<file path="config.mk">
export PLATFORM = sky130hd
export DESIGN_NAME = multi_sprite_display
export DESIGN_NICKNAME = d
export VERILOG_FILES = /design/src/rtl/multi_sprite_display.sv
export SDC_FILE = /design/constraint.sdc
export NUM_CORES = 1
export LEC_CHECK = 0
export CORE_UTILIZATION = 62
export CTS_CLUSTER_SIZE = 12
export DETAILED_ROUTE_END_ITERATION = 10
export PLACE_DENSITY_LB_ADDON = 0.05
export SLEW_MARGIN = 20
export SYNTH_ARGS = -nofsm -noshare
export SYNTH_HDL_FRONTEND = slang
export SYNTH_SLANG_ARGS = --single-unit
</file>
<file path="constraint.sdc">
create_clock -name i_Clk -period 4.3 [get_ports i_Clk]
set_clock_uncertainty 0.2 [all_clocks]
set_input_delay 0.86 -clock i_Clk [delete_from_list [all_inputs] [get_ports i_Clk]]
set_output_delay 0.86 -clock i_Clk [all_outputs]
set_load 0.01 [all_outputs]
</file>
<file path="src/rtl/multi_sprite_display.sv">
// VGA timing generator with NUM_SPRITES solid tiles; SPRITE_COLLISION_EN adds a sticky overlap flag.
// Syncs/colour registered (1 clk after counters); sprite writes always accepted, no backpressure.
module multi_sprite_display #(
    parameter int H_VISIBLE_AREA = 640,
    parameter int H_FRONT_PORCH  = 16,
    parameter int H_SYNC_PULSE   = 96,
    parameter int H_BACK_PORCH   = 48,
    parameter int V_VISIBLE_AREA = 480,
    parameter int V_FRONT_PORCH  = 10,
    parameter int V_SYNC_PULSE   = 2,
    parameter int V_BACK_PORCH   = 33,
    parameter int TILE_SIZE      = 16,
    parameter int NUM_SPRITES    = 4,
    parameter int COLOR_BITS     = 3
) (
    input  logic                                               i_Clk,
    input  logic                                               i_Rst_L,
    input  logic                                               i_Wr_En,
    input  logic [((NUM_SPRITES > 1) ? $clog2(NUM_SPRITES) : 1)-1:0] i_Wr_Idx,
    input  logic [9:0]                                         i_Wr_X,
    input  logic [9:0]                                         i_Wr_Y,
    input  logic [3*COLOR_BITS-1:0]                            i_Wr_Color,
    input  logic                                               i_Wr_Visible,
    output logic                                               o_VGA_HSync,
    output logic                                               o_VGA_VSync,
    output logic [COLOR_BITS-1:0]                              o_VGA_Red,
    output logic [COLOR_BITS-1:0]                              o_VGA_Grn,
    output logic [COLOR_BITS-1:0]                              o_VGA_Blu,
    output logic                                               o_Frame_Start,
    output logic                                               o_Collision
);
    localparam int H_TOTAL = H_VISIBLE_AREA + H_FRONT_PORCH + H_SYNC_PULSE + H_BACK_PORCH;
    localparam int V_TOTAL = V_VISIBLE_AREA + V_FRONT_PORCH + V_SYNC_PULSE + V_BACK_PORCH;
    localparam int HW      = $clog2(H_TOTAL);
    localparam int VW      = $clog2(V_TOTAL);
    localparam int IW      = (NUM_SPRITES > 1) ? $clog2(NUM_SPRITES) : 1;
    localparam int CW      = 3 * COLOR_BITS;

    typedef struct packed {
        logic          vis;
        logic [10:0]   x;
        logic [10:0]   y;
        logic [CW-1:0] col;
    } sprite_t;

    logic [HW-1:0]  h_q, h_d;
    logic [VW-1:0]  v_q, v_d;
    logic           hs_q, hs_d, vs_q, vs_d, fs_q;
    logic [CW-1:0]  pix_q, pix_d;
    sprite_t        shadow_q [NUM_SPRITES];
    sprite_t        shadow_d [NUM_SPRITES];
    sprite_t        active_q [NUM_SPRITES];
    sprite_t        active_d [NUM_SPRITES];
    logic [NUM_SPRITES-1:0] hit;
    logic           copy_cycle, in_vis;
    logic [11:0]    hx, vy;

    // Keeps a tile fully on screen, computed in 11 bits so X up to 1023 cannot wrap.
    function automatic logic [10:0] clamp_pos(input logic [10:0] p, input int lim);
        if (p + 11'(TILE_SIZE) > 11'(lim)) begin
            return 11'(lim - TILE_SIZE);
        end
        return p;
    endfunction

    assign hx         = 12'(h_q);
    assign vy         = 12'(v_q);
    assign copy_cycle = (h_q == '0) && (v_q == VW'(V_VISIBLE_AREA));
    assign in_vis     = (hx < 12'(H_VISIBLE_AREA)) && (vy < 12'(V_VISIBLE_AREA));

    always_comb begin
        h_d = h_q + 1'b1;
        v_d = v_q;
        if (h_q == HW'(H_TOTAL - 1)) begin
            h_d = '0;
            v_d = (v_q == VW'(V_TOTAL - 1)) ? '0 : v_q + 1'b1;
        end
    end

    always_comb begin
        hs_d = !((hx >= 12'(H_VISIBLE_AREA + H_FRONT_PORCH)) &&
                 (hx <  12'(H_VISIBLE_AREA + H_FRONT_PORCH + H_SYNC_PULSE)));
        vs_d = !((vy >= 12'(V_VISIBLE_AREA + V_FRONT_PORCH)) &&
                 (vy <  12'(V_VISIBLE_AREA + V_FRONT_PORCH + V_SYNC_PULSE)));
    end

    // A write coinciding with the copy lands in shadow only; active takes the pre-write shadow.
    always_comb begin
        for (int k = 0; k < NUM_SPRITES; k++) begin
            shadow_d[k] = shadow_q[k];
            if (i_Wr_En && (i_Wr_Idx == IW'(k))) begin
                shadow_d[k].vis = i_Wr_Visible;
                shadow_d[k].x   = {1'b0, i_Wr_X};
                shadow_d[k].y   = {1'b0, i_Wr_Y};
                shadow_d[k].col = i_Wr_Color;
            end
            active_d[k] = active_q[k];
            if (copy_cycle) begin
                active_d[k].vis = shadow_q[k].vis;
                active_d[k].x   = clamp_pos(shadow_q[k].x, H_VISIBLE_AREA);
                active_d[k].y   = clamp_pos(shadow_q[k].y, V_VISIBLE_AREA);
                active_d[k].col = shadow_q[k].col;
            end
        end
    end

    always_comb begin
        for (int k = 0; k < NUM_SPRITES; k++) begin
            hit[k] = in_vis && active_q[k].vis &&
                     (hx >= {1'b0, active_q[k].x}) && (hx < {1'b0, active_q[k].x} + 12'(TILE_SIZE)) &&
                     (vy >= {1'b0, active_q[k].y}) && (vy < {1'b0, active_q[k].y} + 12'(TILE_SIZE));
        end
    end

    // Descending scan so the lowest-index hit is the last assignment.
    always_comb begin
        pix_d = '0;
        for (int k = NUM_SPRITES - 1; k >= 0; k--) begin
            if (hit[k]) begin
                pix_d = active_q[k].col;
            end
        end
    end

    always_ff @(posedge i_Clk) begin
        if (!i_Rst_L) begin
            h_q   <= '0;
            v_q   <= '0;
            hs_q  <= 1'b1;
            vs_q  <= 1'b1;
            pix_q <= '0;
            fs_q  <= 1'b0;
            for (int k = 0; k < NUM_SPRITES; k++) begin
                shadow_q[k] <= '0;
                active_q[k] <= '0;
            end
        end else begin
            h_q   <= h_d;
            v_q   <= v_d;
            hs_q  <= hs_d;
            vs_q  <= vs_d;
            pix_q <= pix_d;
            fs_q  <= copy_cycle;
            for (int k = 0; k < NUM_SPRITES; k++) begin
                shadow_q[k] <= shadow_d[k];
                active_q[k] <= active_d[k];
            end
        end
    end

`ifdef SPRITE_COLLISION_EN
    logic coll_q, coll_d, multi_hit, seen_hit;

    always_comb begin
        multi_hit = 1'b0;
        seen_hit  = 1'b0;
        for (int k = 0; k < NUM_SPRITES; k++) begin
            if (hit[k]) begin
                multi_hit = multi_hit | seen_hit;
                seen_hit  = 1'b1;
            end
        end
        coll_d = multi_hit | (coll_q & ~copy_cycle);
    end

    always_ff @(posedge i_Clk) begin
        if (!i_Rst_L) begin
            coll_q <= 1'b0;
        end else begin
            coll_q <= coll_d;
        end
    end

    assign o_Collision = coll_q;
`else
    assign o_Collision = 1'b0;
`endif

    assign o_VGA_HSync   = hs_q;
    assign o_VGA_VSync   = vs_q;
    assign o_VGA_Red     = pix_q[CW-1 -: COLOR_BITS];
    assign o_VGA_Grn     = pix_q[2*COLOR_BITS-1 -: COLOR_BITS];
    assign o_VGA_Blu     = pix_q[COLOR_BITS-1:0];
    assign o_Frame_Start = fs_q;

endmodule

</file>
==> impl_metrics.toml, run 1 <==
[final_layout]
final_cells = 2034
final_nets = 1920
fin_util = 0.711
syn2layout_area_growth_pct = 11.5
drive_gt1_frac = 0.0667
diodes = 0

[logic_synthesis]
synth_top_family_by_area = "simple AND/OR/NAND/NOR gates"
synthXorXnorAreaFrac = 0.0299
synth_commonest_cells = "362 x nand2_1, 272 x dfxtp_1, 207 x a21oi_1, 148 x ha_1, 114 x inv_1"
synth_compound_area_frac = 0.190
async_reset_ff_frac = 0
syn_area_um2 = 14000
ys_warn_count = 0
ys_ff_latch = 272
synth.distinct_cells = 77
synth_nets = 1898
avgSynthCellArea_um2 = 8.19
yosysSeqAreaShare = 0.388
synthCells = 1715
synth_top_area_share = 0.388
synth_mux_area_frac = 0
synth_ff_type = "dfxtp_1"
synthAdderAreaFrac = 0.132
yosysMostFrequentCell = "nand2_1"
synthTopCellsByArea = "dfxtp_1 39%, ha_1 13%, nand2_1 9.7%, a21oi_1 7.4%, inv_1 3.0%"
synth_top_area_cell = "dfxtp_1"
synth_simple_gate_area_frac = 0.206
synth-edff-count = 0

[timing]
slew_headroom = 0.338
finalSetupTns_ns = 0
drv_slew = 0
worst_slack_ns = 0.687
rsz0062_at_grt = "false"
tightest_slew_ns = 0.993
finalHoldViolCount = 0
setup_viol = 0
finalCritPeriodShare = 0.840
period_needed_ns = 3.61
fmax_ghz = 0.277

[floorplan]
die-area_um2 = 23300
ios = 48
placementRows = 54
core_um2 = 22000
die_h_um = 153
initial_core_util = 0.638
die_x_um = 153

[worst_setup_path]
worst_r2r_path_depth = 12
crit_fanout = 9
worst-setup-path-type = "flop to flop"
critical_path.cell_chain = "inv_2, nor3_1, nand3_1, xnor2_1, ha_1, a21oi_1, o21ai_1, a2111oi_1, nor3_1, o41ai_2, a221oi_1, a211oi_2"
required_ns = 4.57
cp_slowest_cell = "o41ai_2"
crit_path_start_kind = "flop"
crit_cells = 12
path_buf_inv = 1
end_kind = "flop"
crit_top_cell = "nor3_1"
critical_path.top_delay_family = "compound AO/OA/AOI/OAI gates"
cp.arrival_ns = 3.88
timing.rr.start = "active_q[0][26]"
crit_start = "active_q[0][26]"
slowest_delay_ns = 0.85

[clock_tree]
cts-resized-gates = 0
cts.path.max_buffers = 3
cts_tree = "done"
cts.clk_slew.worst_paths_ns = 0.06
cts_made_buffers = 29
clock-sinks = 272
clk_latency_ns = 0.56
ctsHtreeMaxLevel = 1
hold_buffers = 0
root_buffer = "clkbuf_16"
post_cts_buffers = 0

[grt]
grt_pass1_vias = 11500
overflow = 0
grt_max_degree = 133
use_met2 = 0.523
top_usage_layer = "met2"
grt_usage = 0.317
grt_first_pass_wirelength_um = 60000
met1_usage = 0.435
antenna_found_initial = 0
grtUsageMet3 = 0.0438

[pwr]
powerDensity_nw_per_um2 = 334
p_leak_uw = 0.00569
ir_worst_vdd_uv = 570
switching_share = 0.231
seqPwrFrac = 0.496
comb_power_share = 0.050
clkPwrFrac = 0.454
switchingPower_uw = 1210
internal-power_uw = 4030

[worst_hold_path]
min_from = "shadow_q[1][3]"
hold_class = "flop to flop"
whs_path_depth = 2

[detailed_routing]
drtAntennaViolNets = 0
drcViolationCount = 1
vias = 12200
wl_um = 36600
drt-pass1-iter-count = 10
wire_per_inst_um = 18.0
first_iter_violations = 821
vias_per_cell = 5.99

[run]
drv_cap = 0

[placed_design]
dp_hpwl_um = 25800
io_buffers = 46
dpl_worst_slack_ns = 0.711
routabilityCongestion = 0.928
placed_cells = 1986

[outcome]
failed_checks = "design-rule violations"
outcome = "finished, violations left"
-- routing by layer --
layer | part of all wire | routed length, um
met2 | 0.46 | 16700
met4 | 0.024 | 862
met5 | 0 | 0
met3 | 0.066 | 2430
met1 | 0.45 | 16600
-- cells in the final DEF, fill, tap and decap left out, types with 18 or more instances in the layout --
cell	Yosys	layout
a21oi_1	207	207
a221oi_1	25	25
a22oi_1	40	40
buf_4	1	26
clkbuf_16	0	29
clkdlybuf4s50_1	0	46
dfxtp_1	272	272
ha_1	148	148
inv_1	114	113
nand2_1	362	362
nand3_1	53	53
nand4_1	18	18
nor2_1	86	84
nor3_1	22	22
nor4_1	22	22
o21ai_0	41	41
xnor2_1	37	37
-- worst reg2reg max path: stages, from the launching register on --
cell,delay (ns)
dfxtp_1,0.41
inv_2,0.05
nor3_1,0.22
nand3_1,0.13
xnor2_1,0.14
ha_1,0.30
a21oi_1,0.12
o21ai_1,0.10
a2111oi_1,0.44
nor3_1,0.15
o41ai_2,0.85
a221oi_1,0.13
a211oi_2,0.26
-- layout make-up --
cell class	instances	area (um2)
inverters	115	437
repair buffers	73	676
well taps	280	350
clock buffers	43	818
clock inverters	5	76.3
multi-input cells	1246	7860
flip-flops and latches	272	5450
fillers	1865	6360
-- state kept, by name, summed over array words and instances (netlist names) --
name           flops
active_q         120
v_q               10
o_Frame_Start      1
o_VGA_HSync        1
o_VGA_VSync        1
pix_q              9
h_q               10
shadow_q         120
-- power groups by stage --
stage                     combinational [uW]  clock (uW)  sequential (uW)
final                                    263        2370             2600
after global routing                     289        2490             2600
after CTS                                259        2400             2600
after detailed placement                 258           0             2650
after global placement                   253           0             2650
after floorplan                          156           0             2640
-- kinds of logic after synthesis --
| kind of cell | count (synthesis) |
|---|---|
| adders and majority gates | 148 |
| buffers and inverters | 197 |
| AOI/OAI and AO/OA | 411 |
| xor gates and xnor gates | 48 |
| DFF | 272 |
| other | 1 |
| and+or+nand+nor | 638 |
-- per-stage QoR --
step / power, uW / hold WS, ns / cell area [um2]
final: 5240 / 0.249 / 15700
after global routing: 5390 / 0.271 / 15700
after CTS: 5260 / 0.252 / 15700
after detailed placement: 2910 / 0.244 / 14800
after global placement: 2900 / 0.237 / 14800
after floorplan: 2800 / 0.228 / 14000
-- path summary, 6_finish.rpt --
path,to,slack (ns)
max,pix_q[1],0.69
min,active_q[1][3],0.25
max reg2reg,pix_q[1],0.69
min reg2reg,active_q[1][3],0.25
Note: power is estimated with default switching activity, not from simulation.
==> run 2: changes to the inputs <==
- CORE_UTILIZATION: 62 -> 56
- clock period: 4.3 -> 3.1 ns (I/O delays scaled with it)
==> run 2 against run 1 <==
Compared with the run above: the flow now finishes without violations; first-iteration DRC count up 2.4%; count of clock-buffer cells in the layout is the same; design area is 7.2% higher; sequential share of layout area decreased by 2.2 points; sequential power up 38%; utilization fell by 2.5 points; critical path type unchanged.
==> impl_metrics.toml, run 2 (synthesis gave the netlist of run 1 again) <==
[grt]
overflow = 0
grt_max_degree = 69
grt_usage = 0.301
grt_first_pass_wirelength_um = 62400
grt_pass1_vias = 11900
antenna_found_initial = 0

[detailed_routing]
first_iter_violations = 841
drtAntennaViolNets = 0
vias = 12400
vias_per_cell = 5.77
wire_per_inst_um = 17.9
wl_um = 38600
drcViolationCount = 0
drt-pass1-iter-count = 5

[worst_setup_path]
timing.rr.start = "active_q[2][28]"
critical_path.top_delay_family = "compound AO/OA/AOI/OAI gates"
required_ns = 3.36
critical_path.cell_chain = "and3_4, nand3_2, xnor2_1, ha_1, a21o_1, a2111oi_4, o31ai_4, nor4b_4, buf_4, nor4b_4, buf_4, a221oi_2, a211oi_2"
cp.arrival_ns = 3.29
slowest_delay_ns = 0.41
crit_start = "active_q[2][28]"
crit_path_start_kind = "flop"
path_buf_inv = 2
end_kind = "flop"
crit_fanout = 4
cp_slowest_cell = "a2111oi_4"
worst-setup-path-type = "flop to flop"

[floorplan]
ios = 48
die_x_um = 160
die_h_um = 160
placementRows = 57
core_um2 = 24500
die-area_um2 = 25700
initial_core_util = 0.574

[worst_hold_path]
min_from = "active_q[1][2]"
hold_class = "flop to flop"

[final_layout]
layout_commonest_cell = "nand2_1"
multiInputGateArea_um2 = 8100
diodes = 0
final_nets = 1995
layout_common_cells = "362 x nand2_1, 260 x dfxtp_1, 205 x a21oi_1"
seq_area_um2 = 5460
reg.largest.list = "active_q x120, shadow_q x120"
syn2layout_area_growth_pct = 19.5
fillers = 2041
drive_gt1_frac = 0.134
fin_util = 0.686

[placed_design]
io_buffers = 46
dp_hpwl_um = 27400
routabilityCongestion = 0.907

[pwr]
ir_worst_vdd_uv = 383
powerDensity_nw_per_um2 = 460
p_leak_uw = 0.00623

[clock_tree]
cts_tree = "done"
root_buffer = "clkbuf_16"
hold_buffers = 0
ctsHtreeMaxLevel = 1
clk_latency_ns = 0.57
clock-sinks = 272
cts.clk_slew.worst_paths_ns = 0.06
cts.path.max_buffers = 3
cts_made_buffers = 30

[timing]
rsz0062_at_grt = "true"
finalCritPeriodShare = 0.978
finalHoldViolCount = 0
fmax_ghz = 0.330
drv_slew = 0
whs_ns = 0.252
slew_headroom = 0.469
setup_viol = 0
period_needed_ns = 3.03
tightest_slew_ns = 0.797

[outcome]
outcome = "finished, final reports clean"

[run]
drv_cap = 0
run 2: changes by cell type in the layout (fill, tap and decap cells not counted), moves of 4 or more:
cell	delta
a221oi_1	-9
buf_4	+64
o21ai_1	+11
clkinv_2	+4
dfxtp_2	+12
buf_12	+8
clkbuf_1	-7
ha_1	-4
o21ai_0	-11
a221oi_2	+8
clkbuf_8	+6
dfxtp_1	-12
run 2: what timing repair did:
item                                    CTS  global route
endpoints found under the setup margin    9             9
resized for setup                        15            55
setup buffers                             3             4
gates cloned                              0             1
pin swaps                                 3            10
run 2: worst min-delay path: stages (launching register included):
cell and delay, ns:
dfxtp_1 0.31, nand2_1 0.05, a21oi_1 0.05
run 2: path summary, 6_finish.rpt:
| path | endpoint | slack (ns) | cells past startpoint |
|---|---|---|---|
| max reg2reg | pix_q[6] | 0.07 | 13 |
| max | pix_q[6] | 0.07 | 13 |
| min | active_q[1][2] | 0.25 | 2 |
| min reg2reg | active_q[1][2] | 0.25 | 2 |
run 2: cell type report:
cell class | count | share of cell area
Clock buffer | 43 | 0.0536
Clock inverter | 9 | 0.00879
Inverter | 115 | 0.0260
Multi-Input combinational cell | 1246 | 0.483
Sequential cell | 272 | 0.325
Tap cell | 324 | 0.0241
Timing Repair Buffer | 147 | 0.0797
run 2: where the power goes:
group | internal (uW) | switching (uW)
combinational | 146 | 252
sequential | 3550 | 46.0
clock | 2250 | 1470
run 2: routing by layer:
layer  vias up  track usage  part of all wire
li1       6183            -                 -
met1      5897        0.420              0.46
met2       302        0.495              0.46
met3        63       0.0380             0.056
met4         0       0.0732             0.025
met5         -            0                 0
run 2: per-stage QoR:
stage	power, uW	area [um2]	cells	TNS [ns]	setup WS, ns
3_5_place_dp	4060	15400	2096	-2.38	-0.292
6_report	7720	16800	2156	0	0.0671
3_3_place_gp	4050	15400	2096	-1.28	-0.149
4_1_cts	7740	16600	2151	0	0.00485
5_1_grt	7960	16800	2156	-0.718	-0.0966
2_1_floorplan	3880	14100	1715	-0.0691	-0.00864
==> run 3: changes to the inputs <==
- CORE_MARGIN: default -> 5
==> run 3 against run 2 <==
Compared with the run above: the flow now finishes with violations (negative setup slack); maximum frequency decreased by 3.5%; combinational power fell by 3%; first-iteration DRC count up 1.4%; via count about the same; worst setup slack lost 0.11 ns; utilization fell by 1.7 points.
==> impl_metrics.toml, run 3 (synthesis gave the netlist of run 1 again) <==
[grt]
grt_first_pass_wirelength_um = 62100
antenna_found_initial = 0
grt_usage = 0.266
grt_pass1_vias = 11900
overflow = 0
grt_max_degree = 113

[detailed_routing]
first_iter_violations = 853
wl_um = 38400
drtAntennaViolNets = 0
wire_per_inst_um = 17.7
vias = 12500
drt-pass1-iter-count = 5
drcViolationCount = 0
vias_per_cell = 5.72

[clock_tree]
cts.clk_slew.worst_paths_ns = 0.06
hold_buffers = 0
clock-sinks = 272
ctsHtreeMaxLevel = 1
cts.path.max_buffers = 3
cts_made_buffers = 29
cts_tree = "done"
root_buffer = "clkbuf_16"
clk_latency_ns = 0.57

[placed_design]
placed_cells = 2107
io_buffers = 46
routabilityCongestion = 0.860
dp_hpwl_um = 27000
placed_area_um2 = 15400

[final_layout]
reg.largest.list = "active_q x120, shadow_q x120"
fillers = 2145
drive_gt1_frac = 0.131
multiInputGateArea_um2 = 8080
final_area_um2 = 16700
final_cells = 2176
layout_commonest_cell = "nand2_1"
diodes = 0
final_nets = 2009
layout_common_cells = "362 x nand2_1, 267 x dfxtp_1, 205 x a21oi_1"
seq_area_um2 = 5450
syn2layout_area_growth_pct = 18.9

[floorplan]
die_h_um = 168
ios = 48
die_x_um = 168
core_um2 = 25000
placementRows = 58
initial_core_util = 0.563
die-area_um2 = 28400

[pwr]
switchingPower_uw = 1720
powerDensity_nw_per_um2 = 437
ir_worst_vdd_uv = 466
p_total_uw = 7310
clkPwrFrac = 0.455
comb_power_share = 0.053
internal-power_uw = 5580
p_leak_uw = 0.00628
seqPwrFrac = 0.492
switching_share = 0.236

[outcome]
outcome = "finished, violations left"
failed_checks = "negative setup slack"

[worst_setup_path]
critical_path.cell_chain = "inv_1, nor3_4, buf_4, buf_4, buf_4, buf_4, buf_4, buf_4, buf_4, buf_4, buf_4, buf_4, and3_1, nor3_2, buf_4, o41ai_4, buf_4, a221oi_2, a211oi_2"
end_kind = "flop"
crit_fanout = 7
slowest_delay_ns = 0.32
cp.arrival_ns = 3.39
cp_slowest_cell = "dfxtp_2"
crit_path_start_kind = "flop"
worst-setup-path-type = "flop to flop"
crit_top_cell = "buf_4"
required_ns = 3.34

[timing]
rsz0062_at_grt = "true"
fmax_ghz = 0.318
setup_viol = 7
finalCritPeriodShare = 1.01
drv_slew = 0
worst_slack_ns = -0.0414
slew_headroom = 0.461
period_needed_ns = 3.14
finalHoldViolCount = 0
tightest_slew_ns = 0.809
finalSetupTns_ns = -0.137

[run]
drv_cap = 0

[worst_hold_path]
hold_class = "flop to flop"
## run 3: power by group through the flow
stage                     Combinational (uW)  Sequential, uW  Clock [uW]
after CTS                                383            3600        3380
after global placement                   372            3670           0
final                                    387            3600        3320
after floorplan                          217            3660           0
after global routing                     424            3600        3510
after detailed placement                 379            3670           0
## run 3: stage by stage
step | utilization | worst slack [ns] | hold WS [ns]
after floorplan | - | -0.00864 | 0.228
after global routing | 0.669 | -0.147 | 0.269
after CTS | 0.664 | 0.000373 | 0.252
final | 0.669 | -0.0414 | 0.253
after detailed placement | 0.618 | -0.352 | 0.243
after global placement | 0.618 | -0.196 | 0.239
## run 3: what timing repair did
item                                    4_1_cts  5_1_grt
pin swaps                                     2       17
endpoints found under the setup margin        9        9
setup buffers                                15        2
cloned                                        1        0
resized for setup                            23       30
hold endpoints to repair                      0        0
## run 3: cell type report
class	count	share of cell area
inverters	115	0.0261
clock inverters	6	0.00285
clock buffers	45	0.0512
flip-flops and latches	272	0.326
well taps	330	0.0247
repair buffers	162	0.0854
multi-input cells	1246	0.483
## run 3: worst paths after layout
path | startpoint | end | slack (ns) | depth (start not counted)
max reg2reg | active_q[0][28] | pix_q[4] | -0.04 | 19
min reg2reg | active_q[0][0] | active_q[0][0] | 0.25 | 2
max | active_q[0][28] | pix_q[4] | -0.04 | 19
min | active_q[0][0] | active_q[0][0] | 0.25 | 2
## run 3: layer usage
layer,GRT usage,wire (um),part of all wire
met3,0.0305,1740,0.045
met4,0.0865,1270,0.033
met1,0.366,17800,0.46
met5,0,0,0
met2,0.439,17600,0.46
## run 3: worst max-delay path: cells and delay by family (launching register included)
family	cells	cell delay [ns]
buffers and inverters	13	1.69
flip-flops	1	0.32
AO/OA/AOI/OAI	3	0.35
AND/OR/NAND/NOR	3	0.46
